==> src/rtl/pipe_chain.sv <==
// Linear instruction pipeline chain with per-stage stall, squash, bubble insertion and halt/drain.
// Stage 0 is youngest; stage STAGES-1 is presented on the output with no backpressure.
module pipe_chain #(
   parameter int unsigned DATA_W = 16,
   parameter int unsigned STAGES = 4,
   parameter int unsigned IDX_W  = 2
) (
   input  logic              clk,
   input  logic              rst,
   input  logic              in_valid,
   input  logic [DATA_W-1:0] in_data,
   output logic              in_ready,
   input  logic              stall,
   input  logic [IDX_W-1:0]  stall_idx,
   input  logic              flush,
   input  logic [IDX_W-1:0]  flush_idx,
   input  logic              halt,
   output logic              out_valid,
   output logic [DATA_W-1:0] out_data,
   output logic [STAGES-1:0] stage_valid,
   output logic [4:0]        occupancy,
   output logic              drained
);

   localparam int unsigned LAST = STAGES - 1;

   logic [STAGES-1:0] valid_q, valid_d;
   logic [DATA_W-1:0] data_q [STAGES];
   logic [DATA_W-1:0] data_d [STAGES];
   logic [DATA_W-1:0] src_data [STAGES];
   logic [4:0]        occ_q, occ_d;
   logic              halt_q, halt_d;

   logic [STAGES-1:0] src_valid, hold_v, bub_v, clr_v, inv_v;
   logic              accept, stall_eff, exit_v;
   logic [4:0]        killed;
   int unsigned       stall_k, flush_f;

   assign in_ready = ~halt & ~halt_q & ~stall & ~flush;

   // Per-stage move selection: each slot holds, takes a bubble, or shifts from below;
   // squash then clears whatever lands in the slot.
   always_comb begin
      accept    = in_valid & in_ready;
      halt_d    = halt_q | halt;
      stall_k   = (32'(stall_idx) > LAST) ? LAST : 32'(stall_idx);
      flush_f   = (32'(flush_idx) > LAST) ? LAST : 32'(flush_idx);
      stall_eff = stall & ~(flush & (stall_k <= flush_f));
      src_valid = {valid_q[STAGES-2:0], accept};
      src_data[0] = in_data;
      for (int unsigned i = 1; i < STAGES; i++) begin
         src_data[i] = data_q[i-1];
      end
      hold_v  = '0;
      bub_v   = '0;
      clr_v   = '0;
      inv_v   = '0;
      valid_d = '0;
      killed  = '0;
      for (int unsigned i = 0; i < STAGES; i++) begin
         hold_v[i]  = stall_eff && (i <= stall_k);
         bub_v[i]   = stall_eff && (i == stall_k + 1);
         clr_v[i]   = flush && (stall_eff ? (i <= flush_f) : (i <= flush_f + 1));
         inv_v[i]   = hold_v[i] ? valid_q[i] : (bub_v[i] ? 1'b0 : src_valid[i]);
         valid_d[i] = inv_v[i] & ~clr_v[i];
         killed     = killed + 5'(inv_v[i] & clr_v[i]);
         data_d[i]  = (hold_v[i] | bub_v[i]) ? data_q[i] : src_data[i];
      end
      // Items are conserved by hold/shift/bubble; they only enter by accept and leave by exit or squash.
      exit_v = valid_q[LAST] & ~hold_v[LAST];
      occ_d  = occ_q + 5'(accept) - 5'(exit_v) - killed;
   end

   always_ff @(posedge clk or posedge rst) begin
      if (rst) begin
         valid_q <= '0;
         occ_q   <= '0;
         halt_q  <= 1'b0;
         for (int unsigned i = 0; i < STAGES; i++) begin
            data_q[i] <= '0;
         end
      end else begin
         valid_q <= valid_d;
         occ_q   <= occ_d;
         halt_q  <= halt_d;
         for (int unsigned i = 0; i < STAGES; i++) begin
            data_q[i] <= data_d[i];
         end
      end
   end

   assign stage_valid = valid_q;
   assign out_valid   = valid_q[LAST];
   assign out_data    = data_q[LAST];
   assign occupancy   = occ_q;
   assign drained     = halt_q & (occ_q == 5'd0);

endmodule

==> config.mk <==
export PLATFORM = sky130hd
export DESIGN_NAME = pipe_chain
export DESIGN_NICKNAME = d
export VERILOG_FILES = /design/src/rtl/pipe_chain.sv
export SDC_FILE = /design/constraint.sdc
export NUM_CORES = 1
export LEC_CHECK = 0
export ABC_AREA = 0
export CAP_MARGIN = 20
export CORE_MARGIN = 10
export CORE_UTILIZATION = 53
export DETAILED_ROUTE_END_ITERATION = 12
export GPL_TIMING_DRIVEN = 0
export PLACE_DENSITY = 0.91
export SLEW_MARGIN = 20
export SYNTH_ARGS = -nofsm -noshare
export SYNTH_HDL_FRONTEND = slang
export SYNTH_SLANG_ARGS = --single-unit
==> constraint.sdc <==
create_clock -name clk -period 3.8 [get_ports clk]
set_input_delay 1.14 -clock clk [delete_from_list [all_inputs] [get_ports clk]]
set_output_delay 1.14 -clock clk [all_outputs]
set_load 0.05 [all_outputs]
==> impl_metrics.tcl <==
set metrics [dict create \
    drt_pass1_iterations 6 \
    p_leak_uw 0.00213 \
    cp-start-kind "input port" \
    end_kind "register" \
    drt_iter0_drc 152 \
    antennaDiodeCount 0 \
    powerDensity_mw_per_mm2 524 \
    grt_usage_pct 17.1 \
    finalCritPeriodShare_pct 109 \
    finalWirelength_microns 8270 \
    clkSinkCount 74 \
    place_area_sq_mm 0.00404 \
    vias 2448 \
    synth_top_area_share_pct 56.1 \
    drive_above_1_share_pct 27.1 \
    initial_core_util_pct 55.1 \
    n_fill_cell 365 \
    hp-class "register to register" \
    hold_buffers 0 \
    pre_cts_ws_ns -1.74 \
    fin_nets 415 \
    synth_common_cells "nand2_1 (100), dfrtp_1 (74), buf_4 (17), mux2_2 (17), mux2_1 (15)" \
    area_growth_pct 33.4 \
    worst_slew_pin_slew_ns 0.582 \
    fmax_ghz 0.241 \
    peakVddDrop_uv 326 \
    synth_nets 334 \
    place_hpwl_microns 5130 \
    synthTopCellsByArea "dfrtp_1 (56%), nand2_1 (11%), mux2_2 (5.8%), mux2_1 (5.1%), buf_4 (3.9%)" \
    synth_area_sq_mm 0.00330 \
    synth_warnings 0 \
    critPathKind "input port to register" \
    cts_tree "built" \
    stdcell_area_sq_mm 0.00440 \
    setup_ws_ns -0.343 \
    viasPerCell 5.38 \
    wl_per_cell_microns 18.2 \
    fp.dieArea_sq_mm 0.00978 \
    antenna_found_initial 0 \
    critPathArrivalTime_ns 4.39 \
    clock_latency_ns 0.35 \
    post-route-drc-count 0 \
    maxSlewHeadroom_pct 61.2 \
    grt_pass1_wl_microns 13300 \
    die-width_microns 98.9 \
    hold_violations 0 \
    grt_overflow 0 \
    status "finished, violations left" \
    worstPathRequired_ns 4.04 \
    grt_max_degree 53 \
    synthFlopType "dfrtp_1" \
    path_clk_slew_ns 0.07 \
    period_minus_slack_ns 4.14 \
    finalSetupTns_ns -0.931 \
    die_h_microns 98.9 \
    cts_root_buffer "clkbuf_8" \
    cts_max_path_buffers 2 \
    grt_pass1_vias 2657 \
    violations "negative setup slack" \
    gp_congestion 0.853 \
    final_cells 455 \
    async_flop_share_pct 100 \
    coreArea_sq_mm 0.00599 \
    cts_buffers 9 \
    htreeDepth 3 \
    synth_most_common_cell "nand2_1" \
    drv_slew 0 \
    syn_inst 296 \
    pin_count 54 \
    synth.distinct_cells 38 \
    setup_viol 3 \
    ant_nets 0 \
    fp-row-count 28 \
    synth_top_area_cell "dfrtp_1" \
    skew_ns 0.00516 \
    synth-seq-cells 74 \
    syn_area_per_cell_sq_um 11.2 \
    cp_max_fo 4 \
    rsz0062_at_grt "true" \
    ys_seq_area_share_pct 56.1 \
    placed_cells 425 \
    port_buffers 53 \
    synth-edff-count 0 \
    maxCapViolations 0 \
]
[layer usage]
layer / GRT usage, % / up-vias / wire length, microns
li1: - / 1102 / -
met1: 18.4 / 1216 / 3020
met2: 30.2 / 96 / 4430
met3: 4.26 / 34 / 488
met4: 9.37 / 0 / 328
met5: 0 / - / 0
[logic make-up after synthesis]
group                      share of synthesized area (%)
AOI/OAI and AO/OA                                   4.40
xor gates and xnor gates                           0.796
adders and majority gates                           5.46
buffers and inverters                               7.28
DFF                                                 56.1
muxes                                               11.2
and+or+nand+nor                                     14.7
[final timing paths]
kind / from / end / slack, ns / cells past startpoint
min in group asynchronous: rst / out_data[4] / 1.09 / 2
worst max-delay path: flush_idx[1] / occupancy[3] / -0.34 / 16
max in group asynchronous: rst / data_q[16] / 2.16 / 3
worst min register to register: data_q[32] / data_q[32] / 0.47 / 2
worst min-delay path: data_q[32] / data_q[32] / 0.47 / 2
worst max register to register: stage_valid[0] / occupancy[3] / 0.93 / 8
[where the power goes]
part           leakage (uW)  internal, uW  switching [uW]
clock network     0.0000810           245             277
logic               0.00115           326             437
registers          0.000900           935            85.3
total               0.00213          1510             800
[timing repair]
item / CTS / global route
resized for setup: 44 / 4
buffers inserted: 14 / 3
endpoints found under the setup margin: 6 / 4
pin swaps: 14 / 10
[worst max-delay path: stages]
cell and delay (ns):
buf_12 0.10, inv_12 0.03, ha_4 0.29, nand2b_4 0.08, a211oi_4 0.29, buf_4 0.16
buf_6 0.10, mux2i_4 0.23, nor2b_2 0.06, ha_1 0.30, fa_2 0.35, fa_2 0.35
fa_2 0.54, inv_2 0.06, ha_4 0.15, xor2_1 0.15
[sequential cells by signal, indices dropped and copies added (netlist names)]
signal and cells:
data_q 48, out_data 16, occupancy 5, stage_valid 4, halt_q 1
[cell type report]
class | instances | area [sq um] | share of cell area, %
Buffer | 26 | 188 | 4.26
Clock buffer | 11 | 141 | 3.21
Clock inverter | 3 | 17.5 | 0.398
Inverter | 13 | 66.3 | 1.51
Multi-Input combinational cell | 182 | 1350 | 30.6
Sequential cell | 74 | 1850 | 42.1
Tap cell | 75 | 93.8 | 2.13
Timing Repair Buffer | 71 | 698 | 15.9
[per-stage QoR]
stage	hold slack [ns]	total power (uW)	util, %
after global placement	0.442	1710	66.9
after global routing	0.486	2410	73.5
after CTS	0.465	2290	72.9
final	0.466	2310	73.5
after detailed placement	0.450	1750	67.4
after floorplan	0.432	1510	-
[layout by cell type, fill, tap and decap left out, types with 3 or more instances in the layout]
cell type,n
nand2_1,100
dfrtp_1,74
clkdlybuf4s50_1,46
buf_4,32
mux2_2,17
mux2_1,15
clkbuf_8,10
inv_1,8
buf_6,6
buf_2,4
clkbuf_1,4
ha_1,4
ha_4,4
nor2_1,3
fa_2,3
Note: power is estimated with default switching activity, not from simulation.
